<file path="src/rtl/sd_resp_rx_if.sv">
`default_nettype none
// ============================================================================
// Module      : sd_resp_rx_if
// Description : Bundle between the SD response receiver, the card data pin
//               and the sequencers that arm it and consume its results.
// Revision    : 1.0 - initial release
// ============================================================================
interface sd_resp_rx_if;
  logic        SD_IN;
  logic        rx_start;
  logic [1:0]  rx_type;
  logic        busy;
  logic [39:0] resp;
  logic        resp_valid;
  logic [7:0]  data_out;
  logic        data_valid;
  logic [15:0] crc_out;
  logic        block_done;
  logic        timeout;

  // Sequencer / card side
  modport master (
    output SD_IN, rx_start, rx_type,
    input  busy, resp, resp_valid, data_out, data_valid, crc_out, block_done, timeout
  );

  // Receiver side
  modport slave (
    input  SD_IN, rx_start, rx_type,
    output busy, resp, resp_valid, data_out, data_valid, crc_out, block_done, timeout
  );
endinterface
`default_nettype wire

</file>
<file path="src/rtl/sd_resp_rx.sv">
`default_nettype none
// ============================================================================
// Module      : sd_resp_rx
// Description : SPI-mode SD receiver. Captures R1/R7 responses from the MISO
//               stream and, for single-block reads, the 0xFE token, the data
//               bytes and the trailing CRC16.
// Revision    : 1.0 - initial release
// ============================================================================
module sd_resp_rx #(
  parameter int TIMEOUT       = 255,
  parameter int TOKEN_TIMEOUT = 4095,
  parameter int BLOCK_LEN     = 512
) (
  input wire          SD_CLK,
  input wire          rst_n,
  sd_resp_rx_if.slave bus
);

  // One down-counter serves both the start-bit and the token wait.
  localparam int CNT_MAX = (TOKEN_TIMEOUT > TIMEOUT) ? TOKEN_TIMEOUT : TIMEOUT;
  localparam int CNT_W   = $clog2(CNT_MAX + 1);
  localparam int BYTE_W  = $clog2(BLOCK_LEN) + 1;

  localparam logic [CNT_W-1:0]  CNT_ONE    = CNT_W'(1);
  localparam logic [CNT_W-1:0]  START_LD   = CNT_W'(TIMEOUT);
  localparam logic [CNT_W-1:0]  TOKEN_LD   = CNT_W'(TOKEN_TIMEOUT);
  localparam logic [BYTE_W-1:0] BYTE_ONE   = BYTE_W'(1);
  localparam logic [BYTE_W-1:0] BYTE_LAST  = BYTE_W'(BLOCK_LEN - 1);

  typedef enum logic [2:0] {
    S_IDLE       = 3'd0,
    S_WAIT_START = 3'd1,
    S_SHIFT_RESP = 3'd2,
    S_WAIT_TOKEN = 3'd3,
    S_DATA       = 3'd4,
    S_CRC        = 3'd5
  } state_t;

  state_t             state_q, state_d;
  logic [1:0]         type_q, type_d;
  logic [CNT_W-1:0]   cnt_q, cnt_d;
  logic [5:0]         bit_q, bit_d;
  logic [BYTE_W-1:0]  byte_q, byte_d;
  logic [38:0]        shift_q, shift_d;
  logic [7:0]         win_q, win_d;
  logic               busy_q, busy_d;
  logic [39:0]        resp_q, resp_d;
  logic               resp_valid_q, resp_valid_d;
  logic [7:0]         data_out_q, data_out_d;
  logic               data_valid_q, data_valid_d;
  logic [15:0]        crc_q, crc_d;
  logic               block_done_q, block_done_d;
  logic               timeout_q, timeout_d;

  // Shift register and token window with the current bit appended.
  logic [39:0] w_shift;
  logic [7:0]  w_win;
  assign w_shift = {shift_q, bus.SD_IN};
  assign w_win   = {win_q[6:0], bus.SD_IN};

  // Next-state and output computation; pulses default low every cycle.
  always_comb begin
    state_d      = state_q;
    type_d       = type_q;
    cnt_d        = cnt_q;
    bit_d        = bit_q;
    byte_d       = byte_q;
    shift_d      = shift_q;
    win_d        = win_q;
    resp_d       = resp_q;
    data_out_d   = data_out_q;
    crc_d        = crc_q;
    resp_valid_d = 1'b0;
    data_valid_d = 1'b0;
    block_done_d = 1'b0;
    timeout_d    = 1'b0;

    case (state_q)
      S_IDLE: begin
        if (bus.rx_start) begin
          state_d = S_WAIT_START;
          type_d  = (bus.rx_type == 2'd3) ? 2'd0 : bus.rx_type;
          cnt_d   = START_LD;
        end
      end

      S_WAIT_START: begin
        // A zero wins over counter expiry in the same cycle.
        if (!bus.SD_IN) begin
          shift_d = w_shift[38:0];
          bit_d   = 6'd1;
          state_d = S_SHIFT_RESP;
        end else if (cnt_q == '0) begin
          timeout_d = 1'b1;
          state_d   = S_IDLE;
        end else begin
          cnt_d = cnt_q - CNT_ONE;
        end
      end

      S_SHIFT_RESP: begin
        shift_d = w_shift[38:0];
        bit_d   = bit_q + 6'd1;
        if ((type_q == 2'd1) ? (bit_q == 6'd39) : (bit_q == 6'd7)) begin
          resp_valid_d = 1'b1;
          resp_d       = (type_q == 2'd1) ? w_shift : {32'h0, w_shift[7:0]};
          if ((type_q == 2'd2) && (w_shift[7:0] == 8'h00)) begin
            state_d = S_WAIT_TOKEN;
            cnt_d   = TOKEN_LD;
            // Cleared so only eight freshly received bits can form the token.
            win_d   = 8'h00;
          end else begin
            state_d = S_IDLE;
          end
        end
      end

      S_WAIT_TOKEN: begin
        win_d = w_win;
        if (w_win == 8'hFE) begin
          state_d = S_DATA;
          bit_d   = 6'd0;
          byte_d  = '0;
        end else if (cnt_q == '0) begin
          timeout_d = 1'b1;
          state_d   = S_IDLE;
        end else begin
          cnt_d = cnt_q - CNT_ONE;
        end
      end

      S_DATA: begin
        shift_d = w_shift[38:0];
        bit_d   = bit_q + 6'd1;
        if (bit_q == 6'd7) begin
          bit_d        = 6'd0;
          data_out_d   = w_shift[7:0];
          data_valid_d = 1'b1;
          byte_d       = byte_q + BYTE_ONE;
          if (byte_q == BYTE_LAST) begin
            state_d = S_CRC;
          end
        end
      end

      S_CRC: begin
        crc_d = {crc_q[14:0], bus.SD_IN};
        bit_d = bit_q + 6'd1;
        if (bit_q == 6'd15) begin
          block_done_d = 1'b1;
          state_d      = S_IDLE;
        end
      end

      default: state_d = S_IDLE;
    endcase

    busy_d = (state_d != S_IDLE);
  end

  // State and output registers with asynchronous clear.
  always_ff @(posedge SD_CLK or negedge rst_n) begin
    if (!rst_n) begin
      state_q      <= S_IDLE;
      type_q       <= 2'd0;
      cnt_q        <= '0;
      bit_q        <= 6'd0;
      byte_q       <= '0;
      shift_q      <= '0;
      win_q        <= 8'h00;
      busy_q       <= 1'b0;
      resp_q       <= 40'h0;
      resp_valid_q <= 1'b0;
      data_out_q   <= 8'h00;
      data_valid_q <= 1'b0;
      crc_q        <= 16'h0;
      block_done_q <= 1'b0;
      timeout_q    <= 1'b0;
    end else begin
      state_q      <= state_d;
      type_q       <= type_d;
      cnt_q        <= cnt_d;
      bit_q        <= bit_d;
      byte_q       <= byte_d;
      shift_q      <= shift_d;
      win_q        <= win_d;
      busy_q       <= busy_d;
      resp_q       <= resp_d;
      resp_valid_q <= resp_valid_d;
      data_out_q   <= data_out_d;
      data_valid_q <= data_valid_d;
      crc_q        <= crc_d;
      block_done_q <= block_done_d;
      timeout_q    <= timeout_d;
    end
  end

  assign bus.busy       = busy_q;
  assign bus.resp       = resp_q;
  assign bus.resp_valid = resp_valid_q;
  assign bus.data_out   = data_out_q;
  assign bus.data_valid = data_valid_q;
  assign bus.crc_out    = crc_q;
  assign bus.block_done = block_done_q;
  assign bus.timeout    = timeout_q;

endmodule
`default_nettype wire

</file>
<file path="src/flat_wrapper.sv">
// flat-port wrapper written by rule: the top's interface ports become plain ports
module sd_resp_rx_flat 
#(
  parameter int TIMEOUT       = 255,
  parameter int TOKEN_TIMEOUT = 4095,
  parameter int BLOCK_LEN     = 512
)
  (SD_CLK, rst_n, bus_SD_IN, bus_rx_start, bus_rx_type, bus_busy, bus_resp, bus_resp_valid, bus_data_out, bus_data_valid, bus_crc_out, bus_block_done, bus_timeout);
  sd_resp_rx_if bus_i ();
  input wire SD_CLK;
  input wire rst_n;
  input wire logic [$bits(bus_i.SD_IN)-1:0] bus_SD_IN;
  input wire logic [$bits(bus_i.rx_start)-1:0] bus_rx_start;
  input wire logic [$bits(bus_i.rx_type)-1:0] bus_rx_type;
  output wire logic [$bits(bus_i.busy)-1:0] bus_busy;
  output wire logic [$bits(bus_i.resp)-1:0] bus_resp;
  output wire logic [$bits(bus_i.resp_valid)-1:0] bus_resp_valid;
  output wire logic [$bits(bus_i.data_out)-1:0] bus_data_out;
  output wire logic [$bits(bus_i.data_valid)-1:0] bus_data_valid;
  output wire logic [$bits(bus_i.crc_out)-1:0] bus_crc_out;
  output wire logic [$bits(bus_i.block_done)-1:0] bus_block_done;
  output wire logic [$bits(bus_i.timeout)-1:0] bus_timeout;
  assign bus_i.SD_IN = bus_SD_IN;
  assign bus_i.rx_start = bus_rx_start;
  assign bus_i.rx_type = bus_rx_type;
  assign bus_busy = bus_i.busy;
  assign bus_resp = bus_i.resp;
  assign bus_resp_valid = bus_i.resp_valid;
  assign bus_data_out = bus_i.data_out;
  assign bus_data_valid = bus_i.data_valid;
  assign bus_crc_out = bus_i.crc_out;
  assign bus_block_done = bus_i.block_done;
  assign bus_timeout = bus_i.timeout;
  sd_resp_rx #(.TIMEOUT(TIMEOUT), .TOKEN_TIMEOUT(TOKEN_TIMEOUT), .BLOCK_LEN(BLOCK_LEN)) u_core (.SD_CLK(SD_CLK), .rst_n(rst_n), .bus(bus_i));
endmodule
</file>
<file path="config.mk">
export PLATFORM = sky130hd
export DESIGN_NAME = sd_resp_rx_flat
export DESIGN_NICKNAME = d
export VERILOG_FILES = /design/src/rtl/sd_resp_rx_if.sv /design/src/rtl/sd_resp_rx.sv /design/src/flat_wrapper.sv
export SDC_FILE = /design/constraint.sdc
export NUM_CORES = 1
export LEC_CHECK = 0
export BUFFER_PORTS_ARGS = -buffer_cell sky130_fd_sc_hd__clkbuf_2
export CORE_AREA = 4 4 108 110
export DETAILED_ROUTE_END_ITERATION = 16
export DIE_AREA = 0 0 112 114
export MAX_ROUTING_LAYER = met4
export PLACE_DENSITY = 0.92
export SYNTH_ARGS = -nofsm -noshare
export SYNTH_HDL_FRONTEND = slang
export SYNTH_SLANG_ARGS = --single-unit
export TNS_END_PERCENT = 1
</file>
<file path="constraint.sdc">
create_clock -name SD_CLK -period 5.7 [get_ports SD_CLK]
set_input_delay 1.14 -clock SD_CLK [delete_from_list [all_inputs] [get_ports SD_CLK]]
set_output_delay 1.14 -clock SD_CLK [all_outputs]
set_load 0.05 [all_outputs]
</file>
# ---- Word level (Yosys, flattened, before mapping)
# Cells that the tools add are included.
dict set report op_classes {
  reduce_logical 20
  n_eq_ne 21
  add_sub_neg 3
  muxes 42
}
# cell count
set op_table {}
lappend op_table {{$pmux 39 s2} 1}
lappend op_table {{$mux 12} 6}
lappend op_table {{$pmux 12 s4} 1}
lappend op_table {{$mux 40} 1}
lappend op_table {{$mux 39} 1}
lappend op_table {{$mux 3} 8}
lappend op_table {{$pmux 6 s4} 1}
lappend op_table {{$mux 10} 2}
lappend op_table {{$pmux 10 s2} 1}
lappend op_table {{$mux 6} 3}
lappend op_table {{$pmux 3 s6} 1}
lappend op_table {{$mux 7} 2}
lappend op_table {{$pmux 7 s2} 1}
lappend op_table {{$logic_not 12->1} 1}
lappend op_table {{$sub 12x1->12 const B} 1}
lappend op_table {{$add 10x1->10 const B} 1}
lappend op_table {{$eq 10x9->1 const B} 1}
lappend op_table {{$mux 1} 10}
lappend op_table {{$reduce_and 3->1} 3}
lappend op_table {{$eq 8x8->1 const B} 1}
lappend op_table {{$logic_not 8->1} 1}
lappend op_table {{$ne 2x1->1 const B} 4}
lappend op_table {{$ne 2x2->1 const B} 4}
lappend op_table {{$reduce_and 2->1} 4}
lappend op_table {{18 further kinds} 26}
dict set report word_totals {
  elab_cells 101
  reg_bits 148
}

# ---- Depth between registers and ports, before layout
# Gate-level depths: netlist of the first run.
dict set report logic_depth {
  word_depth 6
  mapped_depth 8
}

# ---- Worst setup path after synthesis of the first run
# OpenSTA, ideal clock, no wires.
dict set report synth_path {
  kind {input -> register}
  startpoint {in bus_SD_IN}
  endpoint {reg u_core.busy_q, in the netlist u_core.bus.busy}
  t_arrival_ns 2.484
  path_stages 6
  path_slack_ns 3.078
  required_time_ns 5.562
  setup_ns 0.138
  path_cell_list {buf_6 nand4b_2 o211a_1 a21oi_4 o31ai_1 or4b_1}
}
dict set report synth_via {
  elab_chain_cells 6
}
# element line_no
set synth_rtl {}
lappend synth_rtl {{start, declared} flat_wrapper.sv:12} ;# input wire logic [$bits(bus_i.SD_IN)-1:0] bus_SD_IN;
lappend synth_rtl {{$logic_not 8->1} sd_resp_rx.sv:107} ;# if ((type_q == 2'd2) && (w_shift[7:0] == 8'h00)) begin
lappend synth_rtl {{$logic_and 1x1->1} sd_resp_rx.sv:107}
lappend synth_rtl {{$mux 2} sd_resp_rx.sv:107}
lappend synth_rtl {{$mux 3} sd_resp_rx.sv:104} ;# if ((type_q == 2'd1) ? (bit_q == 6'd39) : (bit_q == 6'd7)) begin
lappend synth_rtl {{$pmux 3 s6 *} sd_resp_rx.sv:78} ;# case (state_q)
lappend synth_rtl {{$reduce_bool 3->1 *} sd_resp_rx.sv:158} ;# busy_d = (state_d != S_IDLE);
lappend synth_rtl {{via u_core.busy_d} sd_resp_rx.sv:46} ;# logic busy_q, busy_d;
lappend synth_rtl {{end signal, assigned} sd_resp_rx.sv:187} ;# busy_q <= busy_d;
lappend synth_rtl {{end, declared} sd_resp_rx.sv:46}
# The timed path passes the listed nets; every way through them passes the cells marked *.
# A chain may end at the register's enable or synchronous reset.

# ---- Worst setup path after layout of the first run
dict set report layout_path {
  startpoint {in bus_SD_IN}
  endpoint {reg u_core.cnt_q[8]}
}
dict set report layout_via {
  elab_chain_cells 4
}
# element line_no
set layout_rtl {}
lappend layout_rtl {{$logic_not 8->1} sd_resp_rx.sv:107}
lappend layout_rtl {{$logic_and 1x1->1} sd_resp_rx.sv:107}
lappend layout_rtl {{$ne 2x1->1 (no line)} --}
lappend layout_rtl {{$reduce_and 6->1 (no line) *} --}
lappend layout_rtl {{end signal, assigned} sd_resp_rx.sv:182} ;# cnt_q <= cnt_d;
lappend layout_rtl {{end, declared} sd_resp_rx.sv:41} ;# logic [CNT_W-1:0] cnt_q, cnt_d;
# Mark *: on every way between the ends. The rest lies on a longest branch, timed or not.

==> results list, run 1 <==
- TritonCTS built the clock tree.
* Average instance area after synthesis: 11.14 um2
* Sum of negative setup slack: 0 ns
- Starting density of the core: 0.5933
- Total count of max-transition violations in the final report: 0
* Cell with the largest stage delay on the worst path: sky130_fd_sc_hd__nor3_1
- The total area inside the core boundary comes to around 11000 um2.
- The synthesized design contains 0 enable-type register cells.
- PostCTS Resize Cnt: 0
- Walking the worst path, the cells encountered are clkbuf_2, nand4b_2, nor3_1, nor4_2, and2_1, o221a_1.
* Proportion of register bits with asynchronous set or reset after synthesis: 1.000
- Setup violations remaining at the end of the flow were counted as 0.
* Drt drc: 0
- Setup repair after global routing left no endpoint under its margin.
- CTS placed an instance of sky130_fd_sc_hd__clkbuf_8 at the clock tree root.
- The HPWL after detailed placement is around 9000 um.
- The clock passes through at most 2 buffers.
- Derived from the worst setup path, the maximum achievable clock frequency is 327.7 MHz.
- Entering global routing, the biggest net connects a little under 100 pins.
* Die span in x: roughly 110 um
- The count of cells in the finished layout, fillers not included, comes to slightly below 800.
- Sort of element at the end of the critical path: register
* Top library cells by usage in the layout, fill and taps aside: sky130_fd_sc_hd__dfrtp_1 (148), sky130_fd_sc_hd__nand2_1 (129), sky130_fd_sc_hd__clkbuf_2 (73)
* CTS Buf Count: 17
- Mapped Nets: between 500 and 600
- Fraction of layout instances using a drive strength above 1: 0.2807
* Run status: finished clean
- Counting every sink on the clock net gives approximately 150.
- Setup slack on the critical path of the routed design comes to ~2.6 ns.
- Highest cell delay on the worst timing path: 0.99 ns
- Vias in the first global route: about 4800
- Synth Cell Area: 6347 um2
* First drt pass iteration count: 5
- Critical path startpoint category: input port
* Final Wtd Congestion: approximately 0.84
- Die height: 114 um
* Synthesis-to-layout area growth: 16.16%
- Total Routed Length: 14240 um
- Measured on the finished design, the core utilization comes to 0.6892.
- For the worst setup path, the data arrival time is between 3 and 4 ns.
* Final count of hold timing violations: 0
* Number of filler cells placed in the layout: approximately 700
- Global-route wire length before repair: 23820 um
- Latest clock arrival within the worst-skew pair: around 0.53 ns
- Dividing the detail-routed wire length by the instance count gives about 18 um.
* Ports placed on the boundary: 75
- At the worst endpoint, the required time is roughly 6.1 ns.
* Maximum level of the CTS H-tree: 4
* Iter 0 DRT Violations: 560
- Input and output buffers added on the ports amount to between 70 and 80.
- Post CTS Setup Buffer Count: 0
- Flop and latch count out of synthesis: 148
- For this run, the total global-route usage over all layers was measured as 0.2414.
* Worst max-slew margin expressed relative to the limit: 0.1457
* Transition time at the pin with the least slew margin: about 1.3 ns
* Final clock period utilization by the worst path: 0.5353
- Core Rows: 38
- The critical path in this run is classified as in2reg.
* Area of the die: approximately 13000 um2
- Of the synthesized area, sequential elements account for 0.5835.
- After technology mapping, the gate count stands at 570.
- Post-route antenna net violation count: 0
- Placed instance count: 760
* Number of different library cells in the post-synthesis netlist: 64
- Final-stage net count: 649
* Top flip-flop cell by instance count after synthesis: sky130_fd_sc_hd__dfrtp_1
- Antenna violations before repair: 0
- After clock tree synthesis, the clock-pin slew on the worst setup and hold paths is 0.06 ns.
* Most common cell after layout, fill and taps aside: sky130_fd_sc_hd__dfrtp_1
- Fin Clk Skew: 0.006496 ns
* Count of max-cap constraint violations: 0
- The total overflow left after global routing is 0.
- Timing analysis after detailed placement gives a worst setup slack of 2.204 ns.
* Number of antenna repair diodes: 0
* Worst hold-check path type: reg2reg
* Warnings, synthesis: 0
- The final route contains between 4000 and 5000 vias.
* Post-CTS Hold Fix Bufs: 0
- VDD sags by at most 0.2820 mV.
- In this run the worst path has a maximum fanout of 11.
- Dividing the detail-routed via count by the number of cells gives 5.982.
- Summed over all cells, the static leakage comes to ~3.8 nW.
* Pwr Density: 473.2 nW/um2
- The smallest clock period supported by the final layout is computed as roughly 3 ns.
[area by class of cell]
cell class,instances,area (um2),share of cell area
Sequential cell,148,3704,0.5023
Multi-Input combinational cell,382,2461,0.3338
Clock buffer,21,449.2,0.06092
Timing Repair Buffer,78,406.6,0.05515
Tap cell,140,175.2,0.02376
Clock inverter,11,132.6,0.01799
Inverter,12,45.04,0.006109
[cells in the mapped netlist, types with 6 or more instances]
cell type                    n  area [um2]
sky130_fd_sc_hd__dfrtp_1   148        3704
sky130_fd_sc_hd__nand2_1   129       484.2
sky130_fd_sc_hd__mux2_2     54       608.1
sky130_fd_sc_hd__nand3_1    42       210.2
sky130_fd_sc_hd__nor2_1     25       93.84
sky130_fd_sc_hd__a22o_1     13       113.9
sky130_fd_sc_hd__o21ai_0    12       60.06
sky130_fd_sc_hd__buf_2      11       55.05
sky130_fd_sc_hd__inv_1      11       41.29
sky130_fd_sc_hd__clkbuf_1   10       37.54
sky130_fd_sc_hd__a21oi_1     8       40.04
sky130_fd_sc_hd__a31oi_1     8       50.05
sky130_fd_sc_hd__xor2_1      6       52.55
[critical path, delay by kind of cell]
family | cells | cell delay [ns]
buffers and inverters | 1 | 0.18
AND/OR/NAND/NOR | 4 | 1.86
AO/OA/AOI/OAI | 1 | 0.28
[path summary, 6_finish.rpt]
kind / start / endpoint / slack, ns / cells past startpoint
min reg2reg: u_core.bus.resp[12] / u_core.bus.resp[12] / 0.47 / 2
max reg2reg: u_core.bit_q[0] / u_core.bus.busy / 2.79 / 7
min: u_core.bus.resp[12] / u_core.bus.resp[12] / 0.47 / 2
max in group asynchronous: rst_n / u_core.bus.resp[24] / 3.84 / 2
min in group asynchronous: rst_n / u_core.bus.crc_out[10] / 0.69 / 1
max: bus_SD_IN / u_core.cnt_q[8] / 2.65 / 6
[layer usage]
layer  track usage  vias up  share of wire
met5             -        -              0
met4        0.1018        0          0.030
met3       0.06684       51          0.069
met2        0.3865      239           0.50
met1        0.2917     2338           0.40
li1              -     2110              -
[kinds of logic after synthesis]
| group | Yosys count | share of synthesized area |
|---|---|---|
| AOI/OAI and AO/OA | 66 | 0.07905 |
| xor gates and xnor gates | 11 | 0.01518 |
| adders and majority gates | 4 | 0.007885 |
| buffers and inverters | 40 | 0.03055 |
| DFF | 148 | 0.5835 |
| muxes | 56 | 0.09895 |
| and+or+nand+nor | 245 | 0.1849 |
[power breakdown]
group          switching [mW]  total [mW]  leakage, nW  internal, mW
sequential              0.219        1.46         1.92          1.24
clock                   0.421        1.11        0.291         0.684
combinational           0.561       0.923         1.57         0.362
total                    1.20        3.49         3.79          2.29
[flip-flops by register name, summed over array words and instances (netlist names)]
register,cells
u_core.shift_q,39
u_core.bus.block_done,1
u_core.bit_q,6
u_core.bus.resp_valid,1
u_core.bus.resp,40
u_core.win_q,7
u_core.bus.busy,1
u_core.byte_q,10
u_core.bus.timeout,1
u_core.bus.crc_out,16
u_core.state_q,3
u_core.type_q,2
u_core.bus.data_out,8
u_core.cnt_q,12
u_core.bus.data_valid,1
[metrics by stage]
| stage | cell area, um2 | power (mW) | hold WS, ns |
|---|---|---|---|
| floorplan | 6347 | 2.141 | 0.4614 |
| global placement | 6792 | 2.296 | 0.4504 |
| detailed placement | 6792 | 2.367 | 0.4559 |
| CTS | 7373 | 3.479 | 0.4693 |
| global route | 7373 | 3.630 | 0.4868 |
| finish | 7373 | 3.489 | 0.4662 |
No activity file was read; power rests on OpenSTA's default activity.
==> run 2: changes to the inputs <==
Settings changed: CORE_AREA 4 4 108 110 to 4 4 110 112, DIE_AREA 0 0 112 114 to 0 0 114 116, PLACE_DENSITY 0.92 to 0.89.
Clock period 5.7 ns to 2.9 ns, I/O delays scaled along.
==> run 2 against run 1 <==
Net effect:
- global-route usage barely moved
- combinational power rose by 96%
- worst setup slack got worse by 2.2 ns
- non-clock buffer count rose by 4
- critical path type is now reg2reg
- highest routed layer unchanged
==> results list, run 2 (synthesis gave the netlist of run 1 again) <==
- The total count of max-transition violations in the final report is 0 (unchanged).
* First drt pass iteration count: 6 (was 5)
- Root buffer selected by CTS: sky130_fd_sc_hd__clkbuf_16 (was sky130_fd_sc_hd__clkbuf_8)
- The number of global-route vias before repair came to 4864 (was 4833).
* Post-place instance area: 6838 um2 (was 6792 um2)
- Clock tree from TritonCTS: done (unchanged)
* Detailed Place HPWL: 9095 um (was 8984 um)
- Run status: finished clean (unchanged).
* Maximum ir drop on the vdd rail: 0.5966 mV (was 0.2820 mV)
- The kind of end point of the critical path is a register (unchanged).
* Overall overflow remaining after global route: 0 (unchanged)
- Clock transition at path regs: 0.07 ns (was 0.06 ns)
* Vias after detailed routing: 4795 (was 4738)
- The critical path class is reg2reg (was in2reg).
- PostCTS Resize Cnt: 0 (unchanged)
- The area of the die came to 13220 um2 (was 12770 um2).
- Cell with the largest stage delay on the worst path: sky130_fd_sc_hd__inv_2 (was sky130_fd_sc_hd__nor3_1)
- The via density per instance is 6.009 (was 5.982).
* Arrival time worst endpoint: 2.84 ns (was 3.46 ns)
* Pin count of the biggest net entering global routing: 73 (was 98)
- The I/O pin total is 75 (unchanged).
- The launching instance or port of the critical path is u_core.state_q[0] (was bus_SD_IN).
- The number of max-capacitance violations reported is 0 (unchanged).
- Iter 0 DRT Violations: 510 (was 560)
* Count of clock tree sinks: 148 (unchanged)
- The remaining max-slew budget at the tightest pin came to 0.4503 (was 0.1457).
- The post-CTS setup-driven buffer insertion count was 0 (unchanged).
* Most common cell after layout, fill and taps aside: sky130_fd_sc_hd__dfrtp_1 (unchanged)
* Die height: 116 um (was 114 um)
- The critical-path maximum fanout is 41 (was 11).
- Final critical delay including setup and external delays: 2.473 ns
- Final clock period utilization by the worst path: 0.8527
- Critical R2R Launch: u_core.state_q[0] (was u_core.bit_q[0])
- The number of antenna violations at the first check in global routing was 0 (unchanged).
- Number of filler cells placed in the layout: 775 (was 688)
* Placeable core region: 11220 um2 (was 10700 um2)
- The required time at the worst-slack endpoint was 3.26 ns (was 6.11 ns).
- Logic depth of the worst register-to-register path: 6 (was 7)
- The total length of routed wires was 14570 um (was 14240 um).
- Transition time at the pin with the least slew margin: 0.8225 ns (was 1.272 ns)
- Latest clock arrival within the worst-skew pair: 0.42 ns (was 0.53 ns)
- Post-route antenna net violation count: 0 (unchanged)
- The floorplan die width came to 114 um (was 112 um).
- Maximum level of the CTS H-tree: 4 (unchanged)
- Starting density of the core: 0.5656 (was 0.5933)
- Number of flip-flops in the largest register: 40 (unchanged)
- The post-detailed-route wirelength per cell was 18.26 um (was 17.98 um).
* Summed area of non-filler cells in the final layout: 7436 um2 (was 7373 um2)
- Worst path bufs/invs: 1 (unchanged)
* Final-stage net count: 653 (was 649)
- Worst hold-check path type: in2async (was reg2reg)
* Drt drc: 0 (unchanged)
* Cell breakdown of the critical path: nand2b_1, nor2_1, nand3_1, inv_2, nand3_1, nand2_1 (was clkbuf_2, nand4b_2, nor3_1, nor4_2, and2_1, o221a_1)
- Core Rows: 39 (was 38)
* Largest buffer count on any clock path: 2 (unchanged)
- Based on the critical path, the design can be clocked at up to just over 400 MHz.
* Lkg Pwr: 3.809 nW (was 3.785 nW)
- The number of logic stages on the critical path including buffering came to 6 (unchanged).
* Number of antenna repair diodes: 0 (unchanged)
- The total design power was 6.924 mW (was 3.489 mW).
* Most repeated library cell on the critical path: sky130_fd_sc_hd__nand3_1
- The overall fraction of global-route tracks in use was 0.2415 (was 0.2414).
* Synthesis-to-layout area growth: 17.15% (was 16.16%)
* Highest cell delay on the worst timing path: 0.58 ns (was 0.99 ns)
- CTS Buf Count: 17 (unchanged)
- The total negative setup slack was 0 ns (unchanged).
* Top library cells by usage in the layout, fill and taps aside: sky130_fd_sc_hd__dfrtp_1 (148), sky130_fd_sc_hd__nand2_1 (129), sky130_fd_sc_hd__clkbuf_2 (73) (unchanged)
* Fin Clk Skew: 0.008438 ns (was 0.006496 ns)
- Final count of hold timing violations: 0 (unchanged)
- The weighted congestion reported at the end of routability-driven placement is 0.8961 (was 0.8399).
* Fraction of layout instances using a drive strength above 1: 0.2870 (was 0.2807)
- Setup repair after global routing missed its margin: false (unchanged)
- Post-CTS Hold Fix Bufs: 0 (unchanged)
- The kind of cell adding the most delay to the critical path is simple AND/OR/NAND/NOR gates (unchanged).
* Critical path startpoint category: register (was input port)
* Total of endpoints with negative setup slack in the final report: 0 (unchanged)
- Global-route wire length before repair: 24340 um (was 23820 um)
- The power density of the placed cells was 931.1 nW/um2 (was 473.2 nW/um2).
- The count of buffers inserted at the top-level ports is 74 (unchanged).
run 2: cell types whose count changed in the layout (fill, tap and decap cells not counted), moves of 2 or more:
cell	change
sky130_fd_sc_hd__buf_4	+3
sky130_fd_sc_hd__clkbuf_1	-2
sky130_fd_sc_hd__clkbuf_8	-2
sky130_fd_sc_hd__clkinv_2	-7
sky130_fd_sc_hd__inv_6	+6
sky130_fd_sc_hd__inv_8	+2
run 2: cell type report:
type                       count  area (um2)  share of cell area
inverter                      12       45.04            0.006058
tap                          143       178.9             0.02406
clock buffer                  18       439.2             0.05906
clock inverter                13       158.9             0.02137
multi-input combinational    382        2461              0.3310
timing repair buffer          82       449.2             0.06041
sequential                   148        3704              0.4981
run 2: stage by stage:
step	utilization	hold WS, ns	worst slack (ns)	std cells
6_report	0.6625	0.1551	0.4271	798
5_1_grt	0.6625	0.2194	0.3045	798
4_1_cts	0.6625	0.1841	0.5101	798
3_5_place_dp	0.6093	0.4569	0.5413	767
3_3_place_gp	0.6093	0.4516	0.6637	767
2_1_floorplan	-	0.2844	0.8379	570
run 2: final timing paths:
| path | to | slack [ns] |
|---|---|---|
| min in group SD_CLK | u_core.type_q[1] | 0.46 |
| setup reg to reg | u_core.bus.resp[9] | 0.43 |
| max in group asynchronous | u_core.shift_q[33] | 1.94 |
| setup / recovery | u_core.bus.resp[9] | 0.43 |
| hold reg to reg | u_core.bus.resp[27] | 0.47 |
| hold / removal | u_core.bus.crc_out[15] | 0.16 |
run 2: routing by layer:
layer | wire length, um | share of wire | global-route usage
met1 | 5746 | 0.39 | 0.2961
met2 | 7579 | 0.52 | 0.4001
met3 | 870 | 0.060 | 0.05326
met4 | 376 | 0.026 | 0.08155
met5 | 0 | 0 | -
run 2: power breakdown:
| group | total, mW | internal [mW] | switching (mW) |
|---|---|---|---|
| Sequential | 2.87 | 2.44 | 0.432 |
| Clock | 2.24 | 1.31 | 0.925 |
| Combinational | 1.81 | 0.713 | 1.10 |
==> run 3: changes to the inputs <==
Settings changed: PLACE_DENSITY 0.89 to 0.78.
==> run 3 against run 2 <==
Net effect:
- final cell count rose by 0.50%
- clock skew barely moved
- first-iteration DRC count fell by 38%
- register-to-register slack improved by 0.08 ns
- largest power group unchanged
==> results list, run 3 (synthesis gave the netlist of run 1 again) <==
* Antenna violations before repair: 0 (unchanged)
- The vias after detailed routing is 4531 (was 4795).
- The post-route antenna net violation count was 0 (unchanged).
* Post-CTS Hold Fix Bufs: 0 (unchanged)
- The core occupancy in the finished layout was 0.6705 (was 0.6625).
- The I/O pin total came to 75 (unchanged).
* Detailed Place HPWL: 8897 um (was 9095 um)
- Internal cell power: 4.729 mW (was 4.465 mW)
- GR Layer Usage met2: 0.3466 (was 0.4001)
- Lkg Pwr: 3.853 nW (was 3.809 nW)
- Post-place instance area: 6860 um2 (was 6838 um2)
- The arrival time of data at the critical path endpoint is 2.74 ns (was 2.84 ns).
- Non-Filler Instances: 802 (was 798)
- Post CTS Setup Buffer Count: 0 (unchanged)
- Fin Clk Skew: 0.008536 ns (was 0.008438 ns)
- Clock transition at path regs: 0.06 ns (was 0.07 ns)
* Tot GR Track Use: 0.2201 (was 0.2415)
- Setup repair after global routing missed its margin: false (unchanged)
* Synthesis-to-layout area growth: 18.55% (was 17.15%)
- Starting density of the core: 0.5656 (unchanged)
- Count of max-cap constraint violations: 0 (unchanged)
- Run status: finished clean (unchanged)
- Sum of negative setup slack: 0 ns (unchanged)
* Highest cell delay on the worst timing path: 0.45 ns (was 0.58 ns)
- The post-layout instance area was 7525 um2 (was 7436 um2).
- The floorplan die width is 114 um (unchanged).
- Core Rows: 39 (unchanged)
* Maximum level of the CTS H-tree: 4 (unchanged)
- The combinational share of power was 0.257 (was 0.262).
- Final Wtd Congestion: 0.9163 (was 0.8961)
* Critical path startpoint category: register (unchanged)
* Root buffer selected by CTS: sky130_fd_sc_hd__clkbuf_16 (unchanged)
- Sort of element at the end of the critical path: register (unchanged)
* Critical path required time: 3.25 ns (was 3.26 ns)
- The achievable frequency was 418.7 MHz (was 404.4 MHz).
- The final clock period utilization by the worst path was 0.8237 (was 0.8527).
* Top library cells by usage in the layout, fill and taps aside: sky130_fd_sc_hd__dfrtp_1 (148), sky130_fd_sc_hd__nand2_1 (129), sky130_fd_sc_hd__clkbuf_2 (73) (unchanged)
* Final count of hold timing violations: 0 (unchanged)
* Transition time at the pin with the least slew margin: 0.7960 ns (was 0.8225 ns)
- The share of post-route cells with drive strength above 1 came to 0.2914 (was 0.2870).
* Capture instance of the worst register-to-register path: u_core.state_q[0] (was u_core.bus.resp[9])
* Worst Setup Path Type: reg2reg (unchanged)
- The flip-flop count of the largest register, all copies and words added is 40 (unchanged).
- The post-route DRC violation count was 0 (unchanged).
* Pin count of the biggest net entering global routing: 64 (was 73)
* Sw frac: 0.3322 (was 0.3551)
- Overall overflow remaining after global route: 0 (unchanged)
- Total Routed Length: 13400 um (was 14570 um)
* Worst Slack Setup Final: 0.5114 ns (was 0.4271 ns)
- The final critical delay including setup and external delays is 2.389 ns (was 2.473 ns).
- The total clock buffers created by CTS is 17 (unchanged).
- The remaining max-slew budget at the tightest pin is 0.4662 (was 0.4503).
- Critical R2R Launch: u_core.bit_q[0] (was u_core.state_q[0])
* Placed instance count: 770 (was 767)
- PostCTS Resize Cnt: 0 (unchanged)
* Pwr Density: 941.1 nW/um2 (was 931.1 nW/um2)
- Count of clock tree sinks: 148 (unchanged)
- Power spent charging and discharging nets: 2.352 mW (was 2.458 mW)
- Proportion of power drawn by the clock network: 0.343 (was 0.323)
- The via density per instance came to 5.650 (was 6.009).
- The number of buffers between clock root and the deepest sink came to 2 (unchanged).
- The setup-violating endpoint count in the final report came to 0 (unchanged).
- Maximum ir drop on the vdd rail: 0.5363 mV (was 0.5966 mV)
- The antenna diode instance count is 0 (unchanged).
- Worst hold-check path type: in2async (unchanged)
- Wirelength per Cell: 16.70 um (was 18.26 um)
- Latest clock arrival within the worst-skew pair: 0.41 ns (was 0.42 ns)
- Most common cell after layout, fill and taps aside: sky130_fd_sc_hd__dfrtp_1 (unchanged)
- Highest net fanout along the worst path: 16 (was 41)
- Cell breakdown of the critical path: ha_1, and4bb_2, nand3_1, inv_1, nand2_1, o31ai_1, or3_2 (was nand2b_1, nor2_1, nand3_1, inv_2, nand3_1, nand2_1).
* Vias in the first global route: 4555 (was 4864)
- Peak-usage layer in the global routing report: met2 (unchanged)
* Number of buffers inserted by port buffering: 74 (unchanged)
- The number of violations reported at the end of detailed-routing iteration 0 came to 316 (was 510).
* Total count of max-transition violations in the final report: 0 (unchanged)
- Global-route wire length before repair: 22390 um (was 24340 um)
- The count of fill cells added during filler insertion was 834 (was 775).
* Met3 Usage GRT: 0.04648 (was 0.05326)
- Sequential share of power: 0.400 (was 0.415)
- Flop2flop setup slack: 0.51 ns (was 0.43 ns)
- The critical path's slowest cell is sky130_fd_sc_hd__o31ai_1 (was sky130_fd_sc_hd__inv_2).
- The net count reported at finish was 656 (was 653).
- Die height: 116 um (unchanged)
- The area of the die came to 13220 um2 (unchanged).
- Logic depth of the worst register-to-register path: 7 (was 6)
- First drt pass iteration count: 5 (was 6)
- Minimum setup slack after placement: 0.5354 ns (was 0.5413 ns)
* Met1 track utilization from global routing: 0.2874 (was 0.2961)
- Clock tree from TritonCTS: done (unchanged)
* Placeable core region: 11220 um2 (unchanged)
## run 3: layout make-up
cell class                      count  area, um2  share of cell area
Clock buffer                       18      439.2             0.05836
Multi-Input combinational cell    382       2461              0.3271
Inverter                           12      45.04            0.005986
Timing Repair Buffer               85      471.7             0.06269
Sequential cell                   148       3704              0.4922
Tap cell                          143      178.9             0.02378
Clock inverter                     14      225.2             0.02993
## run 3: power by group through the flow
stage | logic, mW | registers, mW | clock network (mW)
after detailed placement | 1.81 | 2.85 | 0
after global placement | 1.73 | 2.82 | 0
after global routing | 1.98 | 2.89 | 2.56
final | 1.82 | 2.83 | 2.43
after CTS | 1.83 | 2.82 | 2.46
after floorplan | 1.26 | 2.95 | 0
## run 3: per-layer routing
metal | vias to the layer above | part of all wire
met5 | - | 0
met4 | 0 | 0.012
met3 | 16 | 0.049
met2 | 135 | 0.49
met1 | 2248 | 0.45
li1 | 2132 | -
## run 3: worst max path at each step
| stage | slack, ns | end | start | depth (start not counted) |
|---|---|---|---|---|
| global placement | 0.58 | u_core.bus.busy | bus_SD_IN | 6 |
| detailed placement | 0.54 | u_core.bus.busy | bus_SD_IN | 6 |
| global route | 0.32 | u_core.state_q[0] | u_core.bit_q[0] | 7 |
| finish | 0.51 | u_core.state_q[0] | u_core.bit_q[0] | 7 |
| CTS | 0.50 | u_core.bus.busy | u_core.bit_q[0] | 7 |
| floorplan | 0.84 | u_core.bus.busy | bus_SD_IN | 6 |
## run 3: critical path, delay by kind of cell (launching register included)
kind	cells	cell delay (ns)
AO/OA/AOI/OAI	1	0.45
buffers and inverters	1	0.41
adder cells (fa/ha/maj)	1	0.26
flip-flops	1	0.41
AND/OR/NAND/NOR	4	0.79
## run 3: stage by stage
stage          hold slack, ns  power, mW
5_1_grt                0.1753      7.424
2_1_floorplan          0.2844      4.208
4_1_cts                0.1557      7.111
6_report               0.1484      7.081
3_3_place_gp           0.4492      4.557
3_5_place_dp           0.4584      4.653
